[src/rtl/pl_imm_gen_stage_if.sv]
// ============================================================================
//  Module      : pl_imm_gen_stage_if
//  Description : Handshake and data bundle for the immediate-generation stage.
//                The master side drives instructions in and accepts results;
//                the slave side is the stage itself.
//  Revision    : 1.0 - initial release
// ============================================================================
`default_nettype none

interface pl_imm_gen_stage_if #(
    parameter int XLEN = 32,
    parameter int ILEN = 32
);
    // Upstream (fetch) side
    logic            in_valid;
    logic            in_ready;
    logic [ILEN-1:0] in_instr;
    logic [XLEN-1:0] in_pc;
    logic [2:0]      in_immsrc;

    // Downstream (decode) side
    logic            out_valid;
    logic            out_ready;
    logic [XLEN-1:0] out_imm;
    logic [XLEN-1:0] out_target;
    logic [ILEN-1:0] out_instr;
    logic [XLEN-1:0] out_pc;

    modport master (
        output in_valid, in_instr, in_pc, in_immsrc, out_ready,
        input  in_ready, out_valid, out_imm, out_target, out_instr, out_pc
    );

    modport slave (
        input  in_valid, in_instr, in_pc, in_immsrc, out_ready,
        output in_ready, out_valid, out_imm, out_target, out_instr, out_pc
    );
endinterface

`default_nettype wire

[src/rtl/pl_imm_gen_stage.sv]
// ============================================================================
//  Module      : pl_imm_gen_stage
//  Description : Registered immediate-generation stage between fetch and
//                decode. Decodes every immediate format, precomputes the
//                PC-relative target, and buffers through a 2-entry skid so
//                in_ready never depends combinationally on out_ready.
//  Revision    : 1.0 - initial release
// ============================================================================
`default_nettype none

module pl_imm_gen_stage #(
    parameter int XLEN = 32,
    parameter int ILEN = 32
) (
    input  wire logic         clk,
    input  wire logic         rst_n,
    input  wire logic         flush,
    pl_imm_gen_stage_if.slave bus
);

    // Shift amounts are 6 bits wide on RV64, 5 on RV32.
    localparam int SHW = (XLEN == 64) ? 6 : 5;

    localparam logic [2:0] FMT_I  = 3'b000;
    localparam logic [2:0] FMT_S  = 3'b001;
    localparam logic [2:0] FMT_B  = 3'b010;
    localparam logic [2:0] FMT_U  = 3'b011;
    localparam logic [2:0] FMT_J  = 3'b100;
    localparam logic [2:0] FMT_IU = 3'b101;
    localparam logic [2:0] FMT_Z  = 3'b110;
    localparam logic [2:0] FMT_SH = 3'b111;

    typedef struct packed {
        logic [ILEN-1:0] instr;
        logic [XLEN-1:0] pc;
        logic [XLEN-1:0] imm;
        logic [XLEN-1:0] target;
    } entry_t;

    entry_t          main_q;
    entry_t          skid_q;
    logic            main_valid;
    logic            skid_valid;

    logic [XLEN-1:0] imm_dec;
    entry_t          in_entry;
    logic            accept;
    logic            main_free;

    // Immediate decode for the incoming instruction, selected by format.
    always_comb begin
        imm_dec = '0;
        case (bus.in_immsrc)
            FMT_I:  imm_dec = {{(XLEN-12){bus.in_instr[31]}}, bus.in_instr[31:20]};
            FMT_S:  imm_dec = {{(XLEN-12){bus.in_instr[31]}}, bus.in_instr[31:25],
                               bus.in_instr[11:7]};
            FMT_B:  imm_dec = {{(XLEN-12){bus.in_instr[31]}}, bus.in_instr[7],
                               bus.in_instr[30:25], bus.in_instr[11:8], 1'b0};
            // Bit 31 is replicated upward so lui/auipc sign-extend on RV64.
            FMT_U:  imm_dec = {{(XLEN-31){bus.in_instr[31]}}, bus.in_instr[30:12], 12'b0};
            FMT_J:  imm_dec = {{(XLEN-20){bus.in_instr[31]}}, bus.in_instr[19:12],
                               bus.in_instr[20], bus.in_instr[30:21], 1'b0};
            FMT_IU: imm_dec = {{(XLEN-12){1'b0}}, bus.in_instr[31:20]};
            FMT_Z:  imm_dec = {{(XLEN-5){1'b0}}, bus.in_instr[19:15]};
            FMT_SH: imm_dec = {{(XLEN-SHW){1'b0}}, bus.in_instr[20 +: SHW]};
            default: imm_dec = '0;
        endcase
    end

    // Assemble the entry that would be captured on an input transfer.
    always_comb begin
        in_entry.instr  = bus.in_instr;
        in_entry.pc     = bus.in_pc;
        in_entry.imm    = imm_dec;
        in_entry.target = bus.in_pc + imm_dec;
    end

    // The skid slot being empty is the only condition for accepting, so a
    // stalled main entry always has somewhere to park the next arrival.
    assign accept    = bus.in_valid && !skid_valid;
    assign main_free = !main_valid || bus.out_ready;

    // Main/skid storage: skid refills main first to keep arrival order;
    // flush kills both slots and drops any same-cycle input.
    always_ff @(posedge clk or negedge rst_n) begin
        if (!rst_n) begin
            main_valid <= 1'b0;
            skid_valid <= 1'b0;
            main_q     <= '0;
            skid_q     <= '0;
        end else if (flush) begin
            main_valid <= 1'b0;
            skid_valid <= 1'b0;
        end else if (main_free) begin
            if (skid_valid) begin
                main_q     <= skid_q;
                main_valid <= 1'b1;
                skid_valid <= 1'b0;
            end else begin
                main_valid <= accept;
                if (accept) begin
                    main_q <= in_entry;
                end
            end
        end else if (accept) begin
            skid_q     <= in_entry;
            skid_valid <= 1'b1;
        end
    end

    assign bus.in_ready   = !skid_valid;
    assign bus.out_valid  = main_valid;
    assign bus.out_imm    = main_q.imm;
    assign bus.out_target = main_q.target;
    assign bus.out_instr  = main_q.instr;
    assign bus.out_pc     = main_q.pc;

endmodule

`default_nettype wire

[src/flat_wrapper.sv]
// flat-port wrapper written by rule: the top's interface ports become plain ports
module pl_imm_gen_stage_flat 
#(
    parameter int XLEN = 32,
    parameter int ILEN = 32
)
  (clk, rst_n, flush, bus_in_valid, bus_in_instr, bus_in_pc, bus_in_immsrc, bus_out_ready, bus_in_ready, bus_out_valid, bus_out_imm, bus_out_target, bus_out_instr, bus_out_pc);
  pl_imm_gen_stage_if #(.XLEN(XLEN), .ILEN(ILEN)) bus_i ();
  input  wire logic clk;
  input  wire logic rst_n;
  input  wire logic flush;
  input wire logic [$bits(bus_i.in_valid)-1:0] bus_in_valid;
  input wire logic [$bits(bus_i.in_instr)-1:0] bus_in_instr;
  input wire logic [$bits(bus_i.in_pc)-1:0] bus_in_pc;
  input wire logic [$bits(bus_i.in_immsrc)-1:0] bus_in_immsrc;
  input wire logic [$bits(bus_i.out_ready)-1:0] bus_out_ready;
  output wire logic [$bits(bus_i.in_ready)-1:0] bus_in_ready;
  output wire logic [$bits(bus_i.out_valid)-1:0] bus_out_valid;
  output wire logic [$bits(bus_i.out_imm)-1:0] bus_out_imm;
  output wire logic [$bits(bus_i.out_target)-1:0] bus_out_target;
  output wire logic [$bits(bus_i.out_instr)-1:0] bus_out_instr;
  output wire logic [$bits(bus_i.out_pc)-1:0] bus_out_pc;
  assign bus_i.in_valid = bus_in_valid;
  assign bus_i.in_instr = bus_in_instr;
  assign bus_i.in_pc = bus_in_pc;
  assign bus_i.in_immsrc = bus_in_immsrc;
  assign bus_i.out_ready = bus_out_ready;
  assign bus_in_ready = bus_i.in_ready;
  assign bus_out_valid = bus_i.out_valid;
  assign bus_out_imm = bus_i.out_imm;
  assign bus_out_target = bus_i.out_target;
  assign bus_out_instr = bus_i.out_instr;
  assign bus_out_pc = bus_i.out_pc;
  pl_imm_gen_stage #(.XLEN(XLEN), .ILEN(ILEN)) u_core (.clk(clk), .rst_n(rst_n), .flush(flush), .bus(bus_i));
endmodule
[config.mk]
export PLATFORM = sky130hd
export DESIGN_NAME = pl_imm_gen_stage_flat
export DESIGN_NICKNAME = d
export VERILOG_FILES = /design/src/rtl/pl_imm_gen_stage_if.sv /design/src/rtl/pl_imm_gen_stage.sv /design/src/flat_wrapper.sv
export SDC_FILE = /design/constraint.sdc
export NUM_CORES = 1
export LEC_CHECK = 0
export ABC_AREA = 0
export ABC_CLOCK_PERIOD_IN_PS = 2800
export BUFFER_PORTS_ARGS = -buffer_cell sky130_fd_sc_hd__buf_2
export CAP_MARGIN = 25
export CORE_ASPECT_RATIO = 0.6
export CORE_MARGIN = 4
export CORE_UTILIZATION = 45
export DETAILED_ROUTE_END_ITERATION = 7
export GPL_ROUTABILITY_DRIVEN = 0
export PLACE_DENSITY = 0.7
export SLEW_MARGIN = 40
export SYNTH_ARGS = -nofsm -noshare
export SYNTH_HDL_FRONTEND = slang
export SYNTH_SLANG_ARGS = --single-unit
[constraint.sdc]
create_clock -name clk -period 2.8 [get_ports clk]
set_input_delay 0.14 -clock clk [delete_from_list [all_inputs] [get_ports clk]]
set_output_delay 0.14 -clock clk [all_outputs]
set_load 0.05 [all_outputs]
# After elaboration in Yosys (flattened, before gate mapping)
# Index checks and enable logic that the tools add are counted.
[totals]
ff_bits = 258
latch_bits = 0
ram_bits = 0
rom_bits = 0
inputBits = 72
elab_cells = 39
memories = 0
[classes]
add_sub_neg = 1
n_mul = 0
div_mod_pow = 0
magnitude_cmp = 0
n_eq_ne = 7
shifts = 0
muxes = 9
bitwise_logic = 2
n_reduce_logical = 10
[op_table]
columns = ["cell", "n"]
rows = [
  ["128-bit two-way mux", 2],
  ["32-bit one-hot mux with 8 select lines", 1],
  ["32-bit adder", 1],
  ["3-bit == test, second input constant", 4],
  ["3-bit by 2-bit == test with 1-bit output, second input constant", 2],
  ["1-bit two-way mux", 6],
  ["3-bit AND reduction", 2],
  ["2-bit nonzero test", 2],
  ["3-bit by 1-bit == test with 1-bit output, second input constant", 1],
  ["3-bit zero test", 1],
  ["3-bit nonzero test", 1],
  ["1-bit zero test", 2],
  ["1-bit NOT", 2],
  ["1-bit logical AND", 1],
  ["1-bit logical OR", 1],
]

# Logic depth before layout (Yosys ltp)
[depth]
word_depth = 5
ltp_mapped = 17

# Least setup slack after synthesis
# No wires, ideal clock.
[synth_timing]
path_kind = "input port to flip-flop"
from = "in bus_in_immsrc[0]"
to = "reg u_core.skid_q[28] (netlist bit)"
arrival_ps = 3093
required_ps = 2667
path_slack_ps = -426
path_stages = 15
n_path_buf = 1
cell_sequence = "clkbuf_1 > mux2_2 > nand2_1 > o21ai_0 > ha_1 > fa_1 > a21oi_1 > o211ai_2 > and3b_1 > o211ai_2 > a41oi_2 > a41o_2 > a31oi_2 > xor2_1 > o21ai_0"
[synth_via]
elab_chain_len = 3
word_cells_on_any_way = 10
[synth_lines]
columns = ["element", "line_no", "rtl"]
rows = [
  ["start, declared", "flat_wrapper.sv:15", "input wire logic [$bits(bus_i.in_immsrc)-1:0] bus_in_immsrc;"],
  ["3-bit == test, or another cell as far along", "pl_imm_gen_stage.sv:53", "case (bus.in_immsrc)"],
  ["32-bit one-hot mux with 8 select lines (*)", "pl_imm_gen_stage.sv:53", ""],
  ["net u_core.imm_dec[0]", "pl_imm_gen_stage.sv:45", "logic [XLEN-1:0] imm_dec;"],
  ["32-bit adder (*)", "pl_imm_gen_stage.sv:75", "in_entry.target = bus.in_pc + imm_dec;"],
  ["end signal, assigned", "pl_imm_gen_stage.sv:106", "skid_q <= in_entry;"],
  ["end, declared", "pl_imm_gen_stage.sv:41", "entry_t skid_q;"],
]
# Mark *: on every way through the listed nets, which the timed path passes. The rest lies on a longest branch.
# A chain may end at the register's enable or synchronous reset.

# Worst setup path after layout
[layout_timing]
from = "in bus_in_pc[0]"
to = "reg u_core.skid_q[28] (netlist bit)"
[layout_via]
elab_chain_len = 1
[layout_lines]
columns = ["element", "line_no", "rtl"]
rows = [
  ["start, declared", "flat_wrapper.sv:14", "input wire logic [$bits(bus_i.in_pc)-1:0] bus_in_pc;"],
  ["32-bit adder", "pl_imm_gen_stage.sv:75", ""],
]
# No other way between the ends.

==> run metrics <==
status finished, final reports clean; most frequent cell after synthesis dfrtp_1; initial drt markers 841; Data arrival, critical path 3.11 ns; total negative slack 0 ns; pwr dens 751 mW/mm^2; Die Y 138 um; Period minus WS final 2.70 ns; top cell type's share of synthesized area 50.8%; CTS tree done; Die Width 225 um; Critical Path RT 3.21 ns; Post-synth EDFFs 0; asr flop ratio synth 100%; placed cell area 0.0152 sq mm; die area 0.0311 sq mm; most frequent CP cell o211ai_2; Crit path largest cell delay 0.53 ns; Primary FF master, synth dfrtp_1; drt drc 0; share of post-route cells with drive strength above 1 32.8%; dpl hpwl 27300 um; Critical Path End u_core.skid_q[28]; DR vias/cell 5.31; R2R depth 6; Crit Path Class input port to register; TritonRoute pass-1 iters 5; Via Count 10.9k; largest net degree at the start of global routing 89; Num CTS Buffers 26; RSZ-0062 raised after global routing yes; Rows 47; reg2reg end u_core.bus.out_target[31]; Synth cell types 57; area leader, netlist dfrtp_1; FF-to-FF setup slack 0.73 ns; fin area 0.0170 sq mm; core area 0.0277 sq mm; Initial Util 45.9%; routed wire length 38000 um; LEAKAGE 0.00823 uW; CTS root buf clkbuf_16; synthesized flop and latch total 258; placed cell count 1930; non-filler instance count after layout 2045; yosys warns 0; CP max FO 3; diode count 0; syn_area_per_cell 9.86 sq um; Worst slew margin 44.9%; register area share after synthesis 50.8%; Fin. Hold Viols 0; clk slew on worst S/H paths 0.06 ns; initial antenna violation count 1; worst min path class input port to register; Total Routing Usage GR 24.0%; Routed Antenna Nets 0; Clock Sink Count 258; Slew Viols, Final 0; critical path startpoint bus_in_pc[0]; Top Family by Delay on Critical Path compound AO/OA/AOI/OAI gates; Tcrit/Tclk final 96.6%; GR Overflow Total 0; Port Buf Inserts 201; Synth-to-Final Area Change 33.9%; power consumption 12800 uW; fmax 370 MHz; Worst Setup End Kind register; Ports 202; CTS max path bufs 3; Post-synth top cells dfrtp_1 (258), nand2_1 (224), o21ai_0 (173); Crit-path slowest cell dlygate4sd3_1; fin nets 1762; max-cap check violation count 0; Levels on crit path 13; final setup violating endpoints 0; Mapped Cells 1288; Buf/Inv on CP 2; clk_skew 0.0161 ns; clk_lat worst skew 0.55 ns; Synthesized Nets 1392; first-pass GRT wire length 60100 um; Worst setup SP type input port; H-tree levels 1; number of global-route vias before repair 10.8k; crit-path cells dlygate4sd3_1, buf_2, ha_2, fa_2, a21oi_4, o211ai_2, and3b_1, o211ai_2, a41oi_4, a41o_4, a31oi_4, xor2_1, o21ai_0; area of the mapped netlist 0.0127 sq mm; reg2reg start u_core.skid_valid; worst slew pin tran 0.827 ns; top post-synthesis cells by area dfrtp_1 (51%), mux2_2 (7.6%), o21ai_0 (6.8%); worst vdd ir 0.000511 V; Avg WL per Cell 18.6 um
==> registers in the layout (all words and copies together) (netlist names) <==
name                   flops
u_core.bus.out_valid       1
u_core.skid_q            128
u_core.bus.out_pc         32
u_core.bus.out_target     32
u_core.bus.out_instr      32
u_core.skid_valid          1
u_core.bus.out_imm        32
==> worst min path at each step <==
| stage | cells past startpoint | slack [ns] | start | end |
|---|---|---|---|---|
| after global routing | 3 | 0.02 | bus_in_instr[29] | u_core.skid_q[125] |
| after floorplan | 0 | -0.16 | rst_n | u_core.bus.out_imm[0] |
| after global placement | 1 | 0.14 | rst_n | u_core.bus.out_instr[6] |
| final | 3 | 0.03 | bus_in_instr[7] | u_core.bus.out_instr[7] |
| after detailed placement | 1 | 0.14 | rst_n | u_core.bus.out_instr[6] |
| after CTS | 3 | 0.004 | bus_in_instr[7] | u_core.bus.out_instr[7] |
==> cell usage in the layout (no fill, tap or decap), types with 10 or more instances in the layout <==
cell type        n
a21o_1          10
a21oi_1         86
a21oi_2         16
buf_2          196
buf_4          150
clkbuf_16       27
dfrtp_1        257
dlygate4sd3_1   65
ha_1            21
inv_1           33
mux2_2          85
mux2i_1         85
nand2_1        223
nand3_1         12
nor2_1          67
o21ai_0        165
o21ai_1         10
xnor2_1         17
xor2_1          11
==> final cells by class <==
class	count	area, sq um
Inverter	34	128
Timing Repair Buffer	421	2920
Multi-Input combinational cell	917	6140
Sequential cell	258	6460
Clock inverter	13	179
Tap cell	367	459
Fill cell	2247	10700
Clock buffer	35	726
==> report_power, final <==
group | internal, uW | switching, uW | leakage [uW] | total, uW
clock network | 2200 | 1530 | 0.000431 | 3720
registers | 4570 | 459 | 0.00321 | 5030
logic | 1390 | 2630 | 0.00458 | 4020
total | 8160 | 4620 | 0.00823 | 12800
==> tightest hold or removal path, stage by stage <==
cell and delay, ns:
buf_2 0.15, mux2i_1 0.12, o21ai_0 0.10
==> kinds of logic (layout without fill, tap and decap cells) <==
family,after synthesis,count (layout),synth area share (%)
AO/OA/AOI/OAI,336,336,15.0
XOR/XNOR,30,30,2.07
adder cells (fa/ha/maj),33,33,3.29
buffers and inverters,113,503,3.36
flip-flops,258,258,50.8
multiplexers,171,171,14.3
AND/OR/NAND/NOR,347,347,11.1
==> repair_timing <==
action                                 in CTS  in global routing
resized for setup                           0                 43
endpoints found under the hold margin     166                  0
setup endpoints to repair                   0                 22
hold buffers                               65                  0
setup buffers                               0                  2
==> metrics by stage <==
step	util [%]	hold slack (ns)	worst slack [ns]
floorplan	-	-0.156	-0.0276
global placement	55.1	0.141	-0.452
detailed placement	55.1	0.144	-0.517
CTS	60.7	0.00400	0.0180
global route	61.4	0.0227	-0.0142
finish	61.4	0.0274	0.0957
==> layer usage <==
| metal | global-route usage [%] | vias up | routed length, um | part of all wire [%] |
|---|---|---|---|---|
| li1 | - | 5194 | - | - |
| met3 | 5.19 | 50 | 2690 | 7.1 |
| met4 | 3.93 | 2 | 540 | 1.4 |
| met2 | 34.8 | 349 | 16100 | 42 |
| met1 | 37.5 | 5267 | 18600 | 49 |
| met5 | 0 | - | 13 | 0.034 |
No activity file was read; power rests on OpenSTA's default activity.
